`config.mk`:
```
export PLATFORM = sky130hd
export DESIGN_NAME = tx_frontend
export DESIGN_NICKNAME = d
export VERILOG_FILES = /design/src/rtl/uart_pkg.sv /design/src/rtl/baud_timer.sv /design/src/rtl/tx_frontend.sv
export SDC_FILE = /design/constraint.sdc
export NUM_CORES = 1
export LEC_CHECK = 0
export CORE_MARGIN = 2
export CORE_UTILIZATION = 59
export CTS_CLUSTER_SIZE = 24
export DETAILED_ROUTE_END_ITERATION = 6
export PLACE_DENSITY = 0.83
export SYNTH_ARGS = -nofsm -noshare
export SYNTH_HDL_FRONTEND = slang
export SYNTH_HIERARCHICAL = 1
export SYNTH_SLANG_ARGS = --single-unit
```
`constraint.sdc`:
```
create_clock -name clk_i -period 5.7 [get_ports clk_i]
set_input_delay 0.855 -clock clk_i [delete_from_list [all_inputs] [get_ports clk_i]]
set_output_delay 0.855 -clock clk_i [all_outputs]
set_load 0.02 [all_outputs]
```
`src/rtl/uart_pkg.sv`:
```
`default_nettype none
// ============================================================================
//  Module   : uart_pkg
//  Purpose  : Encodings shared by the UART transmit and receive front ends.
//  Revision : 1.0 - initial release
// ============================================================================
package uart_pkg;

    typedef enum logic [2:0] {
        ST_IDLE   = 3'd0,
        ST_START  = 3'd1,
        ST_DATA   = 3'd2,
        ST_PARITY = 3'd3,
        ST_STOP   = 3'd4
    } uart_state_t;

    // Bit 1 enables parity, bit 0 selects odd.
    localparam logic [1:0] PARITY_NONE = 2'b00;
    localparam logic [1:0] PARITY_EVEN = 2'b10;
    localparam logic [1:0] PARITY_ODD  = 2'b11;

    localparam logic DS_8BIT = 1'b0;
    localparam logic DS_7BIT = 1'b1;

    localparam logic STOP_1 = 1'b0;
    localparam logic STOP_2 = 1'b1;

endpackage
`default_nettype wire

```
`src/rtl/baud_timer.sv`:
```
`default_nettype none
// ============================================================================
//  Module   : baud_timer
//  Purpose  : 16-bit loadable down-counter; tick_o marks the last cycle of a bit.
//  Revision : 1.0 - initial release
// ============================================================================
module baud_timer (
    input  logic        clk_i,
    input  logic        rst_i,
    input  logic        load_i,
    input  logic [15:0] load_val_i,
    input  logic        en_i,
    output logic        tick_o
);

    logic [15:0] r_count;

    always_ff @(posedge clk_i) begin
        if (rst_i) begin
            r_count <= 16'd0;
        end else if (load_i) begin
            r_count <= load_val_i;
        end else if (en_i && (r_count != 16'd0)) begin
            r_count <= r_count - 16'd1;
        end
    end

    assign tick_o = (r_count == 16'd0);

endmodule
`default_nettype wire

```
`src/rtl/tx_frontend.sv`:
```
`default_nettype none
// ============================================================================
//  Module   : tx_frontend
//  Purpose  : UART transmitter: start, 7/8 data bits LSB first, parity, stop.
//  Revision : 1.0 - initial release
// ============================================================================
module tx_frontend (
    input  logic        clk_i,
    input  logic        rst_i,
    input  logic [15:0] cr_clk_div_i,
    input  logic        cr_ds_i,
    input  logic [1:0]  cr_p_i,
    input  logic        cr_s_i,
    input  logic [7:0]  data_i,
    input  logic        valid_i,
    output logic        ready_o,
    output logic        uart_tx_o
);

    import uart_pkg::*;

    uart_state_t r_state;
    logic [7:0]  r_shift;
    logic [2:0]  r_bit_idx;
    logic        r_parity;
    logic [15:0] r_div_m1;
    logic        r_ds;
    logic [1:0]  r_p;
    logic        r_s;
    logic        r_second_stop;
    logic        r_tx;

    logic        w_tick;
    logic        w_accept;
    logic        w_last_stop;
    logic        w_last_data;
    logic        w_ready;
    logic        w_timer_load;
    logic [15:0] w_eff_div_m1;
    logic [15:0] w_timer_val;

    // A divider of 0 behaves like 1, so both give a reload value of 0.
    assign w_eff_div_m1 = (cr_clk_div_i == 16'd0) ? 16'd0 : (cr_clk_div_i - 16'd1);

    assign w_last_stop = (r_state == ST_STOP) && w_tick && ((r_s == STOP_1) || r_second_stop);
    assign w_last_data = (r_bit_idx == ((r_ds == DS_7BIT) ? 3'd6 : 3'd7));
    assign w_ready     = (r_state == ST_IDLE) || w_last_stop;
    assign w_accept    = valid_i && w_ready;

    assign w_timer_load = w_accept || ((r_state != ST_IDLE) && w_tick);
    assign w_timer_val  = w_accept ? w_eff_div_m1 : r_div_m1;

    baud_timer u_baud_timer (
        .clk_i      (clk_i),
        .rst_i      (rst_i),
        .load_i     (w_timer_load),
        .load_val_i (w_timer_val),
        .en_i       (r_state != ST_IDLE),
        .tick_o     (w_tick)
    );

    always_ff @(posedge clk_i) begin
        if (rst_i) begin
            r_state       <= ST_IDLE;
            r_shift       <= 8'd0;
            r_bit_idx     <= 3'd0;
            r_parity      <= 1'b0;
            r_div_m1      <= 16'd0;
            r_ds          <= DS_8BIT;
            r_p           <= PARITY_NONE;
            r_s           <= STOP_1;
            r_second_stop <= 1'b0;
            r_tx          <= 1'b1;
        end else if (w_accept) begin
            // Acceptance in the final stop cycle chains straight into a new start bit.
            r_state       <= ST_START;
            r_shift       <= data_i;
            r_bit_idx     <= 3'd0;
            r_parity      <= 1'b0;
            r_div_m1      <= w_eff_div_m1;
            r_ds          <= cr_ds_i;
            r_p           <= cr_p_i;
            r_s           <= cr_s_i;
            r_second_stop <= 1'b0;
            r_tx          <= 1'b0;
        end else if ((r_state != ST_IDLE) && w_tick) begin
            case (r_state)
                ST_START: begin
                    r_state   <= ST_DATA;
                    r_bit_idx <= 3'd0;
                    r_tx      <= r_shift[0];
                end
                ST_DATA: begin
                    r_shift  <= {1'b0, r_shift[7:1]};
                    r_parity <= r_parity ^ r_shift[0];
                    if (!w_last_data) begin
                        r_bit_idx <= r_bit_idx + 3'd1;
                        r_tx      <= r_shift[1];
                    end else if (r_p[1]) begin
                        r_state <= ST_PARITY;
                        r_tx    <= r_parity ^ r_shift[0] ^ r_p[0];
                    end else begin
                        r_state       <= ST_STOP;
                        r_second_stop <= 1'b0;
                        r_tx          <= 1'b1;
                    end
                end
                ST_PARITY: begin
                    r_state       <= ST_STOP;
                    r_second_stop <= 1'b0;
                    r_tx          <= 1'b1;
                end
                ST_STOP: begin
                    if (w_last_stop) begin
                        r_state <= ST_IDLE;
                    end else begin
                        r_second_stop <= 1'b1;
                    end
                    r_tx <= 1'b1;
                end
                default: begin
                    r_state <= ST_IDLE;
                    r_tx    <= 1'b1;
                end
            endcase
        end
    end

    assign ready_o   = w_ready;
    assign uart_tx_o = r_tx;

endmodule
`default_nettype wire

```
==> run metrics, run 1 <==
Yosys warning count=6; CTS buffer count=5; main combinational cell family by area after synthesis=simple AND/OR/NAND/NOR gates; first-pass GRT wire length=11600 µm; vias=2724; multi-input combinational cell area=0.001790 mm²; Skew-Pair Late Insertion Delay=0.30 ns; row cnt=25; slowest CP cell=clkdlybuf4s50_1; Antenna Nets Post-Route=0; Post-synth ARST share=0%; kind of critical path=reg -> out; antenna diode count=0; setup violators final=0; synth unique cells=58; dpl cells=452; Max rail drop VDD=0.1721 mV; Port Buffer Count=32; max_cap viols=0; placer's final routability congestion estimate=0.8750; TritonCTS clock tree=built; gr usage total=26.72%; filler cell count=400; max-slew violation count=0; Max stage delay on crit path=0.59 ns; crit path cell chain=nor4_1 -> and4bb_2 -> nand2b_1 -> and3_1 -> clkdlybuf4s50_1; clk slew on worst S/H paths=0.09 ns; arrival time worst endpoint=2.78 ns; non-filler instance count after layout=458; die height=75.11 µm; EDFF count, synth=0; Tightest Hold Check Type=reg -> reg; worst path buffer plus inverter count=1; unrepaired setup endpoints after global routing=false; Via-to-Cell Ratio=5.948; initial antenna violation count=0; Startpoint Class=flop; die footprint=0.005641 mm²; Compound-Gate Fraction of Synth Area=20.76%; vias in the first global route=2418; worst clock skew=0.008545 ns; final hold vios=0; Util after Layout=70.67%; routed len/inst=14.67 µm; Synth Flop Type=dfxtp_1; Worst Path Max Fanout=18; Synth Area in Simple Gates=27.98%; Synth Net Count=402; Root Driver=clkbuf_8; Top delay family on crit path=simple AND/OR/NAND/NOR gates; Storage cell area=0.001061 mm²; post-synthesis mux area share=2.685%; layout cells sized above 1=6.650%; Worst setup EP type=output port; DP HPWL=4946 µm; core area=0.004786 mm²; synthesized flop and latch total=53; htree depth=2; FMAX=0.2749 GHz; LEAKAGE=0.001141 µW; Worst Tran Pin Value=0.7810 ns; P&R area growth vs syn=13.38%; DRT iter0 DRCs=246; # hold bufs at CTS=0; IO Count=33; syn avg cell area=8.106 µm²; XOR/XNOR share of the synthesized area=7.341%; Post-Synth Adder-Cell Area=1.258%; Slew headroom=47.74%; PwrDens=260.1 mW/mm²; Setup TNS Final=0 ns; setup bufs post-CTS=0; period utilization=63.83%; Post-Syn Instances=368; CTS Sinks=53; Initial Utilization=62.33%; Post-CTS Resized=0; Horiz. Die Dim=75.11 µm; final WL=6720 µm; # DRC=0; nets@finish=426; fraction of the yosys area taken by sequential cells=35.57%; Mapped Area=0.002983 mm²; status=completed; Min Clock Period, post-route=3.638 ns; largest net degree at the start of global routing=40; Worst EP required=4.85 ns; Max Buffers Root-to-Sink=2; total gr overflow=0; DR pass1 iterations=4
==> placed cells by master (no fill, tap or decap), types with 3 or more instances in the layout <==
| master | instances |
|---|---|
| clkdlybuf4s50_1 | 32 |
| nor3b_1 | 3 |
| a311oi_1 | 4 |
| inv_1 | 9 |
| nor4_1 | 4 |
| a211oi_1 | 17 |
| nand2b_1 | 5 |
| dfxtp_1 | 53 |
| nor2b_1 | 11 |
| nor2_1 | 34 |
| or3_1 | 6 |
| nor3_1 | 13 |
| mux2i_1 | 8 |
| and3_1 | 3 |
| nand3_1 | 4 |
| xor2_1 | 6 |
| ha_1 | 3 |
| o21bai_1 | 3 |
| nand3b_1 | 4 |
| or3_2 | 3 |
| nand2_1 | 47 |
| clkbuf_8 | 5 |
| a21oi_1 | 23 |
| o21ai_0 | 25 |
| o21ai_1 | 7 |
| xnor2_1 | 19 |
==> area by class of cell <==
cell class,instances,share of cell area [%]
repair buffers,34,9.915
inverters,10,1.110
multi-input cells,288,52.94
clock buffers,5,2.035
flip-flops and latches,53,31.37
clock inverters,1,0.1480
well taps,67,2.479
==> worst min-delay path, delay by kind of cell (launching register included) <==
| kind | cells | cell delay, ns |
|---|---|---|
| AND/OR/NAND/NOR | 1 | 0.05 |
| flip-flops | 1 | 0.32 |
| AO/OA/AOI/OAI | 1 | 0.05 |
==> state kept, by name (all words and copies together), names as in the netlist <==
signal,flops
r_second_stop,1
r_bit_idx,3
r_div_m1,16
uart_tx_o,1
u_baud_timer/r_count,16
r_parity,1
r_s,1
r_state,3
r_shift,8
r_ds,1
r_p,2
==> report_power, final <==
group / internal [µW] / total [µW] / switching (µW) / leakage (µW)
logic: 104 / 239 / 134 / 0.000665
registers: 408 / 441 / 32.7 / 0.000436
clock network: 81.3 / 200 / 119 / 0.0000399
total: 594 / 880 / 286 / 0.00114
==> worst paths after layout <==
path	startpoint	cells past startpoint	end	slack [ns]
max	u_baud_timer/r_count[3]$_SDFFE_PP0P_	5	ready_o	2.06
min	r_div_m1[13]$_SDFF_PP0_	2	r_div_m1[13]$_SDFF_PP0_	0.46
max reg2reg	u_baud_timer/r_count[3]$_SDFFE_PP0P_	8	u_baud_timer/r_count[14]$_SDFFE_PP0P_	2.33
min reg2reg	r_div_m1[13]$_SDFF_PP0_	2	r_div_m1[13]$_SDFF_PP0_	0.46
==> stage by stage <==
step / hold WS [ns] / setup slack (ns) / cell area, µm² / power [µW]
after CTS: 0.4592 / 2.086 / 3382 / 880.3
after detailed placement: 0.4466 / 2.421 / 3308 / 683.3
after global routing: 0.4864 / 1.926 / 3382 / 927.9
final: 0.4554 / 2.062 / 3382 / 879.8
after global placement: 0.4353 / 2.489 / 3308 / 675.3
after floorplan: 0.4249 / 3.079 / 2983 / 612.1
==> synthesized netlist by cell type (all sizes together) (4+ instances only) <==
cell type  number  area (µm²)
a211oi         17       127.6
clkbuf         11       52.54
or3            10       71.32
nand2          47       176.4
nor2b          11       68.82
mux2i           8       80.08
xnor2          19       166.4
nor2           35       133.9
dfxtp          53        1061
nand2b          5       31.28
o21ai          34       177.7
a21oi          23       115.1
nor3b           4       35.03
nor3           15       85.08
xor2            6       52.55
nand3           4       20.02
buf             5       31.28
nor4            5       46.29
a311oi          4       35.03
nand3b          4       30.03
inv             9       33.78
==> metal layers <==
layer / part of all wire, % / track usage [%] / vias up
li1: - / - / 1362
met1: 48 / 39.42 / 1273
met2: 46 / 39.67 / 80
met3: 5.4 / 4.552 / 9
met4: 1.3 / 8.730 / 0
met5: 0 / 0 / -
==> logic make-up (layout without fill, tap and decap cells) <==
kind of cell	after synthesis	after routing
xor gates and xnor gates	25	25
DFF	53	53
buffers and inverters	27	50
AOI/OAI and AO/OA	96	96
and+or+nand+nor	156	156
muxes	8	8
adders and majority gates	3	3
Note: power is estimated with default switching activity, not from simulation.
==> inputs of run 2 (changes only) <==
CORE_UTILIZATION = 51   (was 59)
PLACE_DENSITY = 0.76   (was 0.83)
clock period = 3 ns   (was 5.7 ns; I/O delays follow)
==> run metrics, run 2 (synthesis gave the netlist of run 1 again) <==
arrival time worst endpoint=2.95 ns (was 2.78 ns); # DRC=0 (unchanged); Setup TNS Final=0 ns (unchanged); CTS buffer count=5 (unchanged); period utilization=90.22%; commonest non-fill, non-tap cell in the layout=dfxtp_1 (unchanged); total gr overflow=0 (unchanged); DR pass1 iterations=5 (was 4); reg2reg setup slack=0.29 ns (was 2.33 ns); Hold Path Stages=2 (unchanged); Worst EP required=3.24 ns (was 4.85 ns); Switching Power=561.9 µW (was 285.9 µW); Util after Layout=62.20% (was 70.67%); vias=2728 (was 2724); core area=0.005574 mm² (was 0.004786 mm²); Worst setup EP type=flop (was output port); Clk network pwr share=24.0% (was 22.7%); worst reg2reg path endpoint=r_div_m1[1]$_SDFF_PP0_ (was u_baud_timer/r_count[14]$_SDFFE_PP0P_); LEAKAGE=0.001188 µW (was 0.001141 µW); Max rail drop VDD=0.2633 mV (was 0.1721 mV); routed len/inst=14.15 µm (was 14.67 µm); Max Buffers Root-to-Sink=2 (unchanged); max_cap viols=0 (unchanged); Initial Utilization=53.51% (was 62.33%); P&R area growth vs syn=16.23% (was 13.38%); Reg power frac=48.6% (was 50.1%); Worst Tran Pin Value=0.8423 ns (was 0.7810 ns); Antenna Nets Post-Route=0 (unchanged); vias in the first global route=2535 (was 2418); DRT iter0 DRCs=235 (was 246); dpl cells=465 (was 452); Reg2Reg Depth=8 (unchanged); status=completed (unchanged); CTS Sinks=53 (unchanged); setup violators final=0 (unchanged); Root Driver=clkbuf_8 (unchanged); setup bufs post-CTS=0 (unchanged); Startpoint Class=flop (unchanged); most frequent cells in the layout=dfxtp_1 (53), nand2_1 (47), nor2_1 (34), clkdlybuf4s50_1 (31), o21ai_0 (25) (was dfxtp_1 (53), nand2_1 (47), nor2_1 (34), clkdlybuf4s50_1 (32), o21ai_0 (25)); CP Capture Point=r_div_m1[1]$_SDFF_PP0_ (was ready_o); Final WS setup=0.2933 ns (was 2.062 ns); first-pass GRT wire length=11390 µm (was 11600 µm); Comb pwr share=27.4% (was 27.1%); Internal Power=1157 µW (was 594.0 µW); reg-to-reg startpoint=u_baud_timer/r_count[10]$_SDFFE_PP0P_ (was u_baud_timer/r_count[3]$_SDFFE_PP0P_); Port Buffer Count=32 (unchanged); Min Clock Period, post-route=2.707 ns; die footprint=0.006476 mm² (was 0.005641 mm²); placer's final routability congestion estimate=0.9288 (was 0.8750); gr usage total=22.22% (was 26.72%); PwrDens=495.9 mW/mm² (was 260.1 mW/mm²); layout cells sized above 1=8.978% (was 6.650%); Slew headroom=42.39% (was 47.74%); Worst Path Max Fanout=15 (was 18); Skew-Pair Late Insertion Delay=0.31 ns (was 0.30 ns); row cnt=27 (was 25); worst clock skew=0.009120 ns (was 0.008545 ns); TritonCTS clock tree=built (unchanged); Tightest Hold Check Type=reg -> reg (unchanged); max-slew violation count=0 (unchanged); IO Count=33 (unchanged); Largest regs=r_div_m1 x16, u_baud_timer/r_count x16, r_shift x8 (unchanged); filler cell count=512 (was 400); largest net degree at the start of global routing=29 (was 40); htree depth=2 (unchanged); final WL=6693 µm (was 6720 µm); antenna diode count=0 (unchanged); kind of critical path=reg -> reg (was reg -> out); crit path from=u_baud_timer/r_count[10]$_SDFFE_PP0P_ (was u_baud_timer/r_count[3]$_SDFFE_PP0P_); FMAX=0.3695 GHz; die height=80.48 µm (was 75.11 µm); Via-to-Cell Ratio=5.767 (was 5.948); final hold vios=0 (unchanged); initial antenna violation count=0 (unchanged); Horiz. Die Dim=80.48 µm (was 75.11 µm); pre-CTS setup slack=0.2420 ns (was 2.421 ns); non-filler instance count after layout=473 (was 458); clk slew on worst S/H paths=0.10 ns (was 0.09 ns); unrepaired setup endpoints after global routing=false (unchanged); DP HPWL=4942 µm (was 4946 µm); switch share=32.68% (was 32.49%); nets@finish=434 (was 426)
==> run 2: routing by layer <==
metal	track usage [%]	vias up	wire length (µm)
met5	0	-	0
met4	6.949	0	74
met3	5.281	7	334
met2	36.50	79	3125
met1	28.77	1261	3159
li1	-	1381	-
==> run 2: final cells by class <==
cell class	count	area (µm²)	area share, %
clock inverters	3	21.27	0.6135
inverters	10	37.54	1.083
multi-input cells	288	1790	51.64
repair buffers	42	397.9	11.48
flip-flops and latches	53	1061	30.60
clock buffers	5	68.82	1.985
well taps	72	90.09	2.598
==> run 2: worst max-delay path: stages (launching register included) <==
cell and delay (ns):
dfxtp_1 0.35, or4_1 0.57, and4bb_2 0.34, nand2b_1 0.17, and4_1 0.33, o31ai_4 0.10, buf_4 0.19, or2_2 0.39
o21ai_0 0.19
==> run 2: power groups by stage <==
stage / combinational, µW / clock (µW) / sequential, µW
after global routing: 524 / 455 / 847
after global placement: 459 / 0 / 848
after detailed placement: 466 / 0 / 850
after floorplan: 327 / 0 / 836
after CTS: 469 / 426 / 835
final: 471 / 413 / 836
==> run 2: stage by stage <==
step / instance area (µm²) / power, µW / hold slack, ns
floorplan: 2983 / 1163 / 0.4249
global placement: 3374 / 1308 / 0.4346
detailed placement: 3374 / 1315 / 0.4422
CTS: 3465 / 1729 / 0.4566
global route: 3467 / 1826 / 0.4668
finish: 3467 / 1719 / 0.4559
==> run 2: repair_timing <==
item | CTS | global route
setup endpoints to repair | 0 | 1
resized for setup | 0 | 1
endpoints found under the hold margin | 0 | 0
hold buffers | 0 | 0
==> run 2: worst min path at each step <==
stage,end,start
2_1_floorplan,r_div_m1[0]$_SDFF_PP0_,r_div_m1[0]$_SDFF_PP0_
3_3_place_gp,r_div_m1[10]$_SDFF_PP0_,r_div_m1[10]$_SDFF_PP0_
3_5_place_dp,r_div_m1[9]$_SDFF_PP0_,r_div_m1[9]$_SDFF_PP0_
4_1_cts,r_div_m1[9]$_SDFF_PP0_,r_div_m1[9]$_SDFF_PP0_
5_1_grt,r_div_m1[13]$_SDFF_PP0_,r_div_m1[13]$_SDFF_PP0_
6_report,r_div_m1[13]$_SDFF_PP0_,r_div_m1[13]$_SDFF_PP0_
==> inputs of run 3 (changes only) <==
CORE_MARGIN = 5   (was 2)
PLACE_DENSITY = 0.73   (was 0.76)
==> run metrics, run 3 (synthesis gave the netlist of run 1 again) <==
Max stage delay on crit path=0.58 ns (was 0.57 ns); slowest CP cell=or4_1 (unchanged); core area=0.005608 mm² (was 0.005574 mm²); hold slack=0.4556 ns (was 0.4559 ns); Skew-Pair Late Insertion Delay=0.31 ns (about the same); vias=2728 (unchanged); row cnt=27 (unchanged); layout cells sized above 1=9.453% (was 8.978%); Top delay family on crit path=simple AND/OR/NAND/NOR gates (unchanged); Worst Path Max Fanout=17 (was 15); clk slew on worst S/H paths=0.10 ns (about the same); Via-to-Cell Ratio=5.755 (was 5.767); CP most frequent cell=buf_4; gr usage total=20.05% (was 22.22%); P&R area growth vs syn=18.29% (was 16.23%); max_cap viols=0 (unchanged); PwrDens=538.3 mW/mm² (was 495.9 mW/mm²); worst path buffer plus inverter count=4 (was 1); Tightest Hold Check Type=reg -> reg (unchanged); routed len/inst=14.73 µm (was 14.15 µm); Port Buffer Count=32 (unchanged); most frequent cells in the layout=dfxtp_1 (53), nand2_1 (47), nor2_1 (34), clkdlybuf4s50_1 (31), o21ai_0 (25) (unchanged); status=completed (unchanged); placer's final routability congestion estimate=0.9121 (was 0.9288); dpl cells=466 (was 465); kind of critical path=reg -> reg (unchanged); Slew headroom=46.33% (was 42.39%); vias in the first global route=2641 (was 2535); Largest regs=r_div_m1 x16, u_baud_timer/r_count x16, r_shift x8 (unchanged); # DRC=0 (unchanged); Horiz. Die Dim=86.48 µm (was 80.48 µm); first-pass GRT wire length=12180 µm (was 11390 µm); Setup TNS Final=0 ns (unchanged); LEAKAGE=0.001217 µW (was 0.001188 µW); period utilization=91.13% (was 90.22%); CTS buffer count=5 (unchanged); die footprint=0.007478 mm² (was 0.006476 mm²); Root Driver=clkbuf_8 (unchanged); arrival time worst endpoint=2.95 ns (about the same); Min Clock Period, post-route=2.734 ns (was 2.707 ns); total gr overflow=0 (unchanged); nets@finish=435 (was 434); antenna diode count=0 (unchanged); DRT iter0 DRCs=106 (was 235); commonest non-fill, non-tap cell in the layout=dfxtp_1 (unchanged); FMAX=0.3658 GHz (was 0.3695 GHz); TritonCTS clock tree=built (unchanged); pre-CTS setup slack=0.2239 ns (was 0.2420 ns); initial antenna violation count=0 (unchanged); DP HPWL=5150 µm (was 4942 µm); final WL=6980 µm (was 6693 µm); largest net degree at the start of global routing=37 (was 29); worst clock skew=0.004973 ns (was 0.009120 ns); Final WS setup=0.2660 ns (was 0.2933 ns); die height=86.48 µm (was 80.48 µm); unrepaired setup endpoints after global routing=false (unchanged); Initial Utilization=53.19% (was 53.51%); Worst Tran Pin Value=0.7848 ns (was 0.8423 ns); non-filler instance count after layout=474 (was 473); Worst EP required=3.22 ns (was 3.24 ns); Antenna Nets Post-Route=0 (unchanged); htree depth=2 (unchanged); setup violators final=0 (unchanged); max-slew violation count=0 (unchanged); CTS Sinks=53 (unchanged); crit path cell chain=or4_1 -> and4bb_2 -> buf_4 -> o31a_1 -> a31oi_2 -> inv_1 -> clkinv_1 -> buf_4 -> a311oi_1 (was or4_1 -> and4bb_2 -> nand2b_1 -> and4_1 -> o31ai_4 -> buf_4 -> or2_2 -> o21ai_0); Max Buffers Root-to-Sink=2 (unchanged); setup bufs post-CTS=0 (unchanged); IO Count=33 (unchanged); Startpoint Class=flop (unchanged); Max rail drop VDD=0.2701 mV (was 0.2633 mV); # hold bufs at CTS=0 (unchanged); DR pass1 iterations=4 (was 5); final hold vios=0 (unchanged); Worst setup EP type=flop (unchanged)
[run 3: cell count changes in the layout (fill, tap and decap cells not counted)]
| cell | change |
|---|---|
| bufinv_16 | +2 |
| clkinv_2 | -1 |
| buf_4 | +1 |
| clkinvlp_4 | -1 |
| a31oi_1 | -1 |
| a31oi_2 | +1 |
[run 3: metal layers]
metal | part of all wire (%) | GRT usage [%] | vias to the layer above
met5 | 0 | 0 | -
met4 | 1.2 | 5.666 | 0
met3 | 4.6 | 3.137 | 8
met2 | 46 | 33.24 | 48
met1 | 49 | 26.95 | 1279
li1 | - | - | 1393
[run 3: worst min-delay path: stages (launching register included)]
cell and delay, ns:
dfxtp_1 0.32, nand2_1 0.05, o21ai_1 0.05
[run 3: worst paths after layout]
path,end,startpoint,cells past startpoint,slack [ns]
setup reg to reg,u_baud_timer/r_count[12]$_SDFFE_PP0P_,u_baud_timer/r_count[10]$_SDFFE_PP0P_,9,0.27
hold reg to reg,r_div_m1[7]$_SDFF_PP0_,r_div_m1[7]$_SDFF_PP0_,2,0.46
hold / removal,r_div_m1[7]$_SDFF_PP0_,r_div_m1[7]$_SDFF_PP0_,2,0.46
setup / recovery,u_baud_timer/r_count[12]$_SDFFE_PP0P_,u_baud_timer/r_count[10]$_SDFFE_PP0P_,9,0.27
[run 3: per-stage QoR]
stage               area (µm²)  util (%)  total power, µW
finish                    3528     62.92             1899
detailed placement        3382     60.31             1324
CTS                       3520     62.76             1910
global route              3528     62.92             2008
floorplan                 2983         -             1163
global placement          3382     60.31             1310
[run 3: area by class of cell]
| cell class | count | area [µm²] |
|---|---|---|
| sequential | 53 | 1061 |
| clock buffer | 5 | 68.82 |
| multi-input combinational | 288 | 1797 |
| fill | 519 | 2079 |
| inverter | 10 | 37.54 |
| tap | 72 | 90.09 |
| clock inverter | 3 | 68.82 |
| timing repair buffer | 43 | 405.4 |
[run 3: power breakdown]
part           switching [µW]  leakage (µW)  internal, µW
clock network             247     0.0000687           336
registers                60.3      0.000436           776
logic                     262      0.000712           218
total                     569       0.00122          1330
[run 3: what timing repair did]
action	in CTS	in global routing
endpoints found under the setup margin	0	3
gates resized for setup	0	2
hold endpoints to repair	0	0
